<file path="src/rtl/jtcontra_pkg.sv">
// Shared types for the Contra ROM arbiter: FSM state encoding
// and grant identifiers for the two ROM requesters.
package jtcontra_pkg;

  typedef enum logic [1:0] {
    ST_IDLE = 2'd0,
    ST_REQ  = 2'd1,
    ST_WAIT = 2'd2
  } state_e;

  localparam logic GNT_MAIN = 1'b0;
  localparam logic GNT_SND  = 1'b1;

endpackage

</file>
<file path="src/rtl/jtcontra_rom_slot.sv">
// One-entry tag/data cache for a single ROM requester.
// Ports: cs/addr lookup -> ok/data; fill/fill_tag/fill_data write.
module jtcontra_rom_slot
  import jtcontra_pkg::*;
#(
  parameter int AW = 17
) (
  input  logic          clk,
  input  logic          rst_n,
  input  logic          cs,
  input  logic [AW-1:0] addr,
  input  logic          fill,
  input  logic [AW-1:0] fill_tag,
  input  logic [7:0]    fill_data,
  output logic [7:0]    data,
  output logic          ok
);

  logic          valid_q, valid_d;
  logic [AW-1:0] tag_q, tag_d;
  logic [7:0]    data_q, data_d;

  always_comb begin
    valid_d = valid_q;
    tag_d   = tag_q;
    data_d  = data_q;
    if (fill) begin
      valid_d = 1'b1;
      tag_d   = fill_tag;
      data_d  = fill_data;
    end
  end

  always_ff @(posedge clk or negedge rst_n) begin
    if (!rst_n) begin
      valid_q <= 1'b0;
      tag_q   <= '0;
      data_q  <= '0;
    end else begin
      valid_q <= valid_d;
      tag_q   <= tag_d;
      data_q  <= data_d;
    end
  end

  assign ok   = cs & valid_q & (addr == tag_q);
  assign data = data_q;

endmodule

</file>
<file path="src/rtl/jtcontra_rom_arb.sv">
// Shares one SDRAM read port between main and sound CPU ROMs.
// Ports: main_*/snd_* requesters, sdram_* req/ack/dst handshake.
module jtcontra_rom_arb
  import jtcontra_pkg::*;
#(
  parameter int                MAIN_AW    = 17,
  parameter int                SND_AW     = 15,
  parameter int                SDR_AW     = 22,
  parameter logic [SDR_AW-1:0] SND_OFFSET = 22'h20000
) (
  input  logic               clk,
  input  logic               rst_n,
  input  logic               main_cs,
  input  logic [MAIN_AW-1:0] main_addr,
  output logic [7:0]         main_data,
  output logic               main_ok,
  input  logic               snd_cs,
  input  logic [SND_AW-1:0]  snd_addr,
  output logic [7:0]         snd_data,
  output logic               snd_ok,
  output logic               sdram_req,
  output logic [SDR_AW-1:0]  sdram_addr,
  input  logic               sdram_ack,
  input  logic               sdram_dst,
  input  logic [7:0]         sdram_data
);

  localparam int LW = (MAIN_AW > SND_AW) ? MAIN_AW : SND_AW;

  state_e            state_q, state_d;
  logic              gnt_q, gnt_d;
  logic              last_q, last_d;
  logic              req_q, req_d;
  logic [SDR_AW-1:0] addr_q, addr_d;
  logic [LW-1:0]     lat_q, lat_d;

  logic main_miss, snd_miss, fill;
  logic main_fill, snd_fill;

  assign main_miss = main_cs & ~main_ok;
  assign snd_miss  = snd_cs & ~snd_ok;

  always_comb begin
    state_d = state_q;
    gnt_d   = gnt_q;
    last_d  = last_q;
    req_d   = req_q;
    addr_d  = addr_q;
    lat_d   = lat_q;
    fill    = 1'b0;
    unique case (state_q)
      ST_IDLE: begin
        if (main_miss | snd_miss) begin
          // tie goes to whoever was not served last
          if (main_miss & snd_miss) gnt_d = ~last_q;
          else if (main_miss)       gnt_d = GNT_MAIN;
          else                      gnt_d = GNT_SND;
          if (gnt_d == GNT_MAIN) begin
            lat_d  = LW'(main_addr);
            addr_d = SDR_AW'(main_addr);
          end else begin
            lat_d  = LW'(snd_addr);
            addr_d = SND_OFFSET + SDR_AW'(snd_addr);
          end
          req_d   = 1'b1;
          state_d = ST_REQ;
        end
      end
      ST_REQ: begin
        if (sdram_ack) begin
          req_d = 1'b0;
          if (sdram_dst) begin
            fill    = 1'b1;
            state_d = ST_IDLE;
          end else begin
            state_d = ST_WAIT;
          end
        end
      end
      ST_WAIT: begin
        if (sdram_dst) begin
          fill    = 1'b1;
          state_d = ST_IDLE;
        end
      end
      default: begin
        req_d   = 1'b0;
        state_d = ST_IDLE;
      end
    endcase
    if (fill) last_d = gnt_q;
  end

  always_ff @(posedge clk or negedge rst_n) begin
    if (!rst_n) begin
      state_q <= ST_IDLE;
      gnt_q   <= GNT_MAIN;
      last_q  <= GNT_SND;
      req_q   <= 1'b0;
      addr_q  <= '0;
      lat_q   <= '0;
    end else begin
      state_q <= state_d;
      gnt_q   <= gnt_d;
      last_q  <= last_d;
      req_q   <= req_d;
      addr_q  <= addr_d;
      lat_q   <= lat_d;
    end
  end

  assign main_fill  = fill & (gnt_q == GNT_MAIN);
  assign snd_fill   = fill & (gnt_q == GNT_SND);
  assign sdram_req  = req_q;
  assign sdram_addr = addr_q;

  jtcontra_rom_slot #(.AW(MAIN_AW)) u_main (
    .clk       (clk),
    .rst_n     (rst_n),
    .cs        (main_cs),
    .addr      (main_addr),
    .fill      (main_fill),
    .fill_tag  (lat_q[MAIN_AW-1:0]),
    .fill_data (sdram_data),
    .data      (main_data),
    .ok        (main_ok)
  );

  jtcontra_rom_slot #(.AW(SND_AW)) u_snd (
    .clk       (clk),
    .rst_n     (rst_n),
    .cs        (snd_cs),
    .addr      (snd_addr),
    .fill      (snd_fill),
    .fill_tag  (lat_q[SND_AW-1:0]),
    .fill_data (sdram_data),
    .data      (snd_data),
    .ok        (snd_ok)
  );

endmodule

</file>
<file path="config.mk">
export PLATFORM = sky130hd
export DESIGN_NAME = jtcontra_rom_arb
export DESIGN_NICKNAME = d
export VERILOG_FILES = /design/src/rtl/jtcontra_pkg.sv /design/src/rtl/jtcontra_rom_slot.sv /design/src/rtl/jtcontra_rom_arb.sv
export SDC_FILE = /design/constraint.sdc
export NUM_CORES = 1
export LEC_CHECK = 0
export ABC_AREA = 1
export ABC_CLOCK_PERIOD_IN_PS = 3100
export BUFFER_PORTS_ARGS = -buffer_cell sky130_fd_sc_hd__buf_2
export CORE_MARGIN = 2
export CORE_UTILIZATION = 59
export CTS_CLUSTER_DIAMETER = 40
export DETAILED_ROUTE_END_ITERATION = 7
export GPL_ROUTABILITY_DRIVEN = 0
export PLACE_DENSITY = 0.85
export SKIP_LAST_GASP = 1
export SYNTH_ARGS = -nofsm -noshare
export SYNTH_HDL_FRONTEND = slang
export SYNTH_HIERARCHICAL = 1
export SYNTH_SLANG_ARGS = --single-unit
</file>
<file path="constraint.sdc">
create_clock -name clk -period 3.1 [get_ports clk]
set_input_delay 0.775 -clock clk [delete_from_list [all_inputs] [get_ports clk]]
set_output_delay 0.775 -clock clk [all_outputs]
set_load 0.03 [all_outputs]
</file>
# Word level (Yosys, flattened, before mapping)
# Index checks and enable logic that the tools add are counted.
[totals]
register_bits = 94
inputBits = 46
output_inout_bits = 41
elab_cells = 56
[op_classes]
n_addsub = 1
n_eq_ne = 7
n_mux = 17
bitwise = 15
n_reduce_logical = 4
[ops]
columns = ["op", "n"]
rows = [
  ["18-bit by 15-bit adder with 19-bit output (first input constant)", 1],
  ["19-bit 2-to-1 mux", 1],
  ["17-bit == test", 1],
  ["17-bit 2-to-1 mux", 1],
  ["15-bit == test", 1],
  ["1-bit bitwise AND", 9],
  ["1-bit 2-to-1 mux", 8],
  ["2-bit 2-to-1 mux", 4],
  ["2-bit inequality test (second input constant)", 3],
  ["2-bit one-hot mux with 3 select lines", 1],
  ["3-bit AND reduction", 2],
  ["1-bit NOT", 5],
  ["1-bit one-hot mux with 3 select lines", 1],
  ["2-bit by 1-bit == test with 1-bit output (second input constant)", 1],
  ["2-bit == test (second input constant)", 1],
  ["2-bit zero test", 1],
  ["1-bit one-hot mux with 2 select lines", 1],
  ["2-bit AND reduction", 1],
  ["1-bit OR", 1],
]

# Logic depth before layout (Yosys ltp)
# Gate-level depths: netlist (run 1).
[depth]
word_depth = 9
mapped_depth = 16

# Hierarchy
# Netlist (run 1), hierarchy kept.
[by_module_without_submodules]
columns = ["mod", "instances", "cells_each", "area_per_inst_um2", "seq_area_each_um2"]
rows = [
  ["jtcontra_rom_arb", 1, 194, 1426.4, 551.8],
  ["jtcontra_rom_slot at u_main", 1, 173, 1256.2, 650.6],
  ["jtcontra_rom_slot at u_snd", 1, 172, 1206.2, 600.6],
]

# Worst setup path after synthesis (run 1)
# No wires, ideal clock.
[synth_timing]
path_type = "input to register"
startpoint = "input port main_addr[3]"
endpoint = "register lat_q[10]"
setup_time_ps = 117
arrival_time_ps = 2306
t_required_ps = 2983
path_slack_ps = 677
cell_stages = 16
path_cell_list = "inv_1 -> nand2_1 -> nand2_1 -> inv_1 -> nand2_1 -> nor2_1 -> nand3_1 -> nor2_1 -> inv_1 -> nand2_2 -> bufinv_8 -> nand2_8 -> buf_6 -> nand2_1 -> nand3_1 -> nand2_1"
[synth_between]
elab_chain_cells = 9
word_cells_on_any_way = 12
[synth_lines]
columns = ["element", "line", "rtl"]
rows = [
  ["from (decl)", "jtcontra_rom_arb.sv:14", "input logic [MAIN_AW-1:0] main_addr,"],
  ["17-bit == test *", "jtcontra_rom_slot.sv:46", "assign ok = cs & valid_q & (addr == tag_q);"],
  ["1-bit bitwise AND *", "jtcontra_rom_slot.sv:46", ""],
  ["net main_ok", "jtcontra_rom_arb.sv:16", "output logic main_ok,"],
  ["1-bit NOT *", "jtcontra_rom_arb.sv:40", "assign main_miss = main_cs & ~main_ok;"],
  ["1-bit bitwise AND *", "jtcontra_rom_arb.sv:40", ""],
  ["1-bit 2-to-1 mux / 1-bit bitwise AND (equally long branches)", "jtcontra_rom_arb.sv:56, jtcontra_rom_arb.sv:55", ""],
  ["1-bit 2-to-1 mux", "jtcontra_rom_arb.sv:55", "if (main_miss & snd_miss) gnt_d = ~last_q;"],
  ["1-bit 2-to-1 mux", "jtcontra_rom_arb.sv:53", "if (main_miss | snd_miss) begin"],
  ["1-bit 2-to-1 mux", "jtcontra_rom_arb.sv:51", "unique case (state_q)"],
  ["17-bit 2-to-1 mux", "jtcontra_rom_arb.sv:58", "if (gnt_d == GNT_MAIN) begin"],
  ["to (signal assigned)", "jtcontra_rom_arb.sv:108", "lat_q <= lat_d;"],
  ["to (decl)", "jtcontra_rom_arb.sv:35", "logic [LW-1:0] lat_q, lat_d;"],
]
# The timed path passes the listed nets; every way through them passes the cells marked *. The select of a mux whose other input is x is not followed.
# A chain may end at the register's enable or synchronous reset.

# Worst setup path after layout (run 1)
[layout_timing]
startpoint = "input port main_addr[3]"
endpoint = "output port main_ok"
[layout_between]
elab_chain_cells = 2
[layout_lines]
columns = ["element", "line"]
rows = [
  ["17-bit == test", "jtcontra_rom_slot.sv:46"],
  ["1-bit bitwise AND", "jtcontra_rom_slot.sv:46"],
  ["to (decl)", "jtcontra_rom_arb.sv:16"],
]
# No other way between the ends.

==> impl_metrics.json, run 1 <==
{
  "fin_nets": 670,
  "drt_wl_total_um": 9350,
  "yosys_warnings": 6,
  "avgSynthCellArea_um2": 7.21,
  "cts_setup_buffers": 0,
  "cts_buffer_depth": 2,
  "grt_max_degree": 73,
  "cts_resized": 0,
  "cts_sinks": 72,
  "coreArea_um2": 6350,
  "start_kind": "primary input",
  "cellPowerDensity_nw_per_um2": 1010,
  "worstRegToRegCells": 7,
  "vdd_drop_max_mv": 0.671,
  "drcViolationCount": 0,
  "synth_ff_type": "dfrtp_1",
  "layout_commonest_cell": "nand2_1",
  "insertion_delay_ps": 350,
  "wire_per_inst_um": 13.3,
  "dieArea_um2": 7260,
  "syn_inst": 539,
  "cts-root-buf": "clkbuf_8",
  "place_hpwl_um": 6670,
  "diodes": 0,
  "htreeDepth": 3,
  "p_total_mw": 4.53,
  "fp.dieH_um": 85.2,
  "final_max_slew_viol_count": 0,
  "via_count": 3561,
  "tns_ps": 0,
  "crit_type": "primary input to output pin",
  "max_freq_ghz": 0.396,
  "n_fill_cell": 538,
  "synth_seq_area_share_pct": 46.4,
  "grt-ovfl-total": 0,
  "crit_path_max_fanout": 3,
  "syn_area_um2": 3890,
  "power.leakage_nw": 2.69,
  "final_cell_mix": "nand2_1 (228), inv_1 (100), buf_2 (82), dfrtp_1 (71), nand3_1 (39)",
  "antenna_found_initial": 0,
  "tritoncts": "done",
  "drive_above_1_share_pct": 18.6,
  "die_x_um": 85.2,
  "cts-buffers-inserted": 9,
  "period_minus_slack_ps": 2530,
  "grt_usage_pct": 27.4,
  "worstPathArrival_ps": 1750,
  "grt_pass1_vias": 3424,
  "syn_to_final_growth_pct": 15.9,
  "min_period_over_period_pct": 81.5,
  "ys_ff_latch": 72,
  "synthDistinctLibCells": 27,
  "drt_iter0_drc": 317,
  "cp.required_ps": 2320,
  "drv_cap": 0,
  "finalClockSkew_ps": 4.75,
  "port_buffers": 82,
  "fp-row-count": 29,
  "cts.clk_slew.worst_paths_ps": 70,
  "ctsHoldBuffers": 0,
  "outcome": "finished, final reports clean",
  "synth_edf_count": 0,
  "async_flop_share_pct": 100,
  "ios": 87,
  "rsz0062_at_grt": "no",
  "max_slew_margin_pct": 49.1,
  "viasPerCell": 5.08,
  "initial_utilization_pct": 61.2,
  "hold_violations": 0,
  "cp-end-kind": "output pin",
  "antenna_left": 0,
  "firstDrtPassIters": 5,
  "hold_class": "primary input to async pin",
  "worst_pin_slew_ps": 762,
  "grt_pass1_wl_um": 15500,
  "setup_viol": 0
}
-- cells in the mapped netlist (2+ instances only) --
library cell	count	area, um2
nand4_1	6	37.5
nand3_1	39	195
o21ai_0	30	150
nand2_2	2	12.5
xnor2_1	4	35.0
inv_1	100	375
o22ai_1	2	12.5
buf_6	3	33.8
nand2_1	228	856
buf_4	9	67.6
dfrtp_1	71	1780
or2_2	2	12.5
buf_2	7	35.0
nor2_1	18	67.6
ha_1	5	62.6
inv_2	2	7.51
-- sequential cells by signal, indices dropped and copies added, names as in the netlist --
register and flops:
state_q 2, sdram_req 1, u_snd/tag_q 15, sdram_addr 2
u_main/tag_q 17, lat_q 16, u_main/valid_q 1, u_snd/data 8
last_q 1, u_snd/valid_q 1, u_main/data 8
-- routing by layer --
layer / global-route usage (%) / vias up / routed length, um
li1: - / 1753 / -
met1: 34.1 / 1634 / 4080
met2: 44.7 / 144 / 4350
met3: 6.91 / 30 / 613
met4: 13.4 / 0 / 312
met5: 0 / - / 0
-- worst max-delay path, stage by stage --
cell and delay (ps):
buf_2 110, inv_1 40, nand2_1 70, nand2_1 50, inv_1 40, nand2_1 50, nor2_1 110, nand3_1 90
nor2_1 180, buf_2 240
-- cells by family after synthesis --
| kind of cell | after synthesis | synth area share (%) |
|---|---|---|
| AND/OR/NAND/NOR | 298 | 31.6 |
| buffers and inverters | 123 | 14.2 |
| flip-flops | 72 | 46.4 |
| AO/OA/AOI/OAI | 35 | 5.02 |
| XOR/XNOR | 5 | 1.13 |
| adder cells (fa/ha/maj) | 5 | 1.61 |
| other | 1 | 0.0964 |
-- final cells by class --
cell class,count,area (um2),share of cell area [%]
multi-input combinational,347,1550,34.4
tap,77,96.3,2.14
sequential,72,1800,40.0
inverter,103,400,8.88
clock inverter,5,55.1,1.22
clock buffer,11,151,3.36
timing repair buffer,86,453,10.0
-- through the flow --
| step | std cells | utilization (%) | hold slack [ps] | worst slack, ps | instance area [um2] |
|---|---|---|---|---|---|
| finish | 701 | 71.0 | 423 | 574 | 4510 |
| global route | 701 | 71.0 | 463 | 501 | 4510 |
| CTS | 701 | 71.0 | 447 | 598 | 4510 |
| detailed placement | 685 | 67.7 | 455 | 604 | 4300 |
| global placement | 685 | 67.7 | 450 | 626 | 4300 |
| floorplan | 542 | - | 439 | 677 | 3900 |
-- final timing paths --
kind	start	end	slack (ps)
max reg2reg	state_q[0]	u_snd/tag_q[2]	960
max	main_addr[3]	main_ok	570
max in group asynchronous	rst_n	u_main/data[0]	2350
min reg2reg	u_main/valid_q	u_main/valid_q	470
min	rst_n	u_snd/tag_q[11]	420
min in group clk	u_main/valid_q	u_main/valid_q	470
-- power breakdown --
group	switching (mW)	internal [mW]	total (mW)
sequential	0.328	1.42	1.75
combinational	1.40	0.617	2.02
clock	0.355	0.412	0.767
Note: power is estimated with default switching activity, not from simulation.
==> run 2, diff against run 1 <==
ABC_CLOCK_PERIOD_IN_PS = 2600   (was 3100)
CORE_UTILIZATION = 54   (was 59)
PLACE_DENSITY = 0.79   (was 0.85)
clock period = 2.6 ns   (was 3.1 ns; I/O delays follow)
==> impl_metrics.json, run 2 (synthesis gave the netlist of run 1 again) <==
{
  "cts.clk_slew.worst_paths_ps": 80,
  "worstRegToRegCells": 11,
  "tritoncts": "done",
  "setup_viol": 0,
  "cts_setup_buffers": 0,
  "cellPowerDensity_nw_per_um2": 1180,
  "hold_slack_ps": 318,
  "layout_commonest_cell": "nand2_1",
  "largest_reg_flops": 17,
  "coreArea_um2": 6870,
  "stdcell_area_um2": 4530,
  "drt_iter0_drc": 292,
  "cts-root-buf": "clkbuf_8",
  "syn_to_final_growth_pct": 16.5,
  "drv_cap": 0,
  "die_x_um": 88.9,
  "via_count": 3469,
  "grt_max_degree": 28,
  "wire_per_inst_um": 12.9,
  "drt_wl_total_um": 9310,
  "final_cell_mix": "nand2_1 (228), inv_1 (100), buf_2 (82), dfrtp_1 (71), nand3_1 (39)",
  "ctsHoldBuffers": 0,
  "ios": 87,
  "htreeDepth": 3,
  "grt-ovfl-total": 0,
  "fin_nets": 671,
  "firstDrtPassIters": 6,
  "start_kind": "register",
  "regMostFlops": "u_main/tag_q",
  "r2r-start": "u_snd/tag_q[14]",
  "finalClockSkew_ps": 8.30,
  "dpl_cell_area_um2": 4330,
  "fp.dieH_um": 88.9,
  "grt_usage_pct": 26.0,
  "initial_utilization_pct": 56.6,
  "cts_buffer_depth": 2,
  "diodes": 0,
  "multi_input_area_um2": 1550,
  "min_period_over_period_pct": 88.8,
  "grt_pass1_vias": 3383,
  "place_hpwl_um": 6980,
  "period_minus_slack_ps": 2310,
  "hold_violations": 0,
  "hold_class": "primary input to async pin",
  "regArea_um2": 1800,
  "fp-row-count": 30,
  "insertion_delay_ps": 350,
  "p_total_mw": 5.36,
  "max_slew_margin_pct": 57.0,
  "max_freq_ghz": 0.433,
  "worstPathArrival_ps": 1660,
  "antenna_found_initial": 0,
  "drcViolationCount": 0,
  "top_regs": "u_main/tag_q x17, lat_q x16, u_snd/tag_q x15",
  "tns_ps": 0,
  "n_fill_cell": 636,
  "cp-end-kind": "output pin",
  "port_buffers": 82,
  "crit_path_max_fanout": 2,
  "cp.required_ps": 1950,
  "drive_above_1_share_pct": 18.7,
  "outcome": "finished, final reports clean",
  "antenna_left": 0,
  "reg2reg_setup_slack_ps": 660,
  "final_max_slew_viol_count": 0,
  "cts_resized": 0,
  "crit_type": "register to output pin",
  "cts-buffers-inserted": 9,
  "cts_sinks": 72,
  "r2r-end": "lat_q[10]",
  "power.leakage_nw": 2.69,
  "viasPerCell": 4.81,
  "vdd_drop_max_mv": 0.689,
  "worst_pin_slew_ps": 645,
  "dieArea_um2": 7900,
  "grt_pass1_wl_um": 15500,
  "rsz0062_at_grt": "no"
}
run 2: cell types whose count changed in the layout (fill, tap and decap cells not counted), sizes merged:
cell,before,now
clkbuf,11,9
clkinv,2,4
buf,86,87
run 2: cell type report:
class                   count  area share, %
clock buffers               9           2.73
clock inverters             7           1.60
inverters                 103           8.84
multi-input cells         347           34.2
flip-flops and latches     72           39.8
well taps                  96           2.65
repair buffers             87           10.2
run 2: metrics by stage:
stage,setup WS [ps],utilization (%),std cells
detailed placement,296,63.1,705
finish,291,65.9,721
global placement,327,63.1,705
floorplan,302,-,542
CTS,277,65.9,721
global route,134,65.9,721
run 2: report_power, final:
group / switching, mW / internal [mW]
Sequential: 0.395 / 1.69
Clock: 0.435 / 0.442
Combinational: 1.66 / 0.740
run 2: worst max-delay path by stage:
stage                     end  cells past startpoint             from  slack, ps
global placement       snd_ok                      7      snd_addr[4]        330
detailed placement     snd_ok                      7      snd_addr[4]        300
finish                 snd_ok                      6  u_snd/tag_q[14]        290
CTS                    snd_ok                      6  u_snd/tag_q[14]        280
floorplan           lat_q[10]                     16     main_addr[3]        300
global route           snd_ok                      6  u_snd/tag_q[14]        130
run 2: critical path, cell delays in order (launching register included):
cell and delay (ps):
dfrtp_1 390, xnor2_1 160, nand2_1 110, nor2_1 130
nand2_1 70, nor2_1 200, buf_2 240
run 2: layer usage:
layer,vias to the layer above,GRT usage [%],wire length [um]
met1,1593,34.1,4070
met2,109,43.8,4540
li1,1754,-,-
met3,13,4.66,550
met4,0,8.68,148
met5,-,0,0
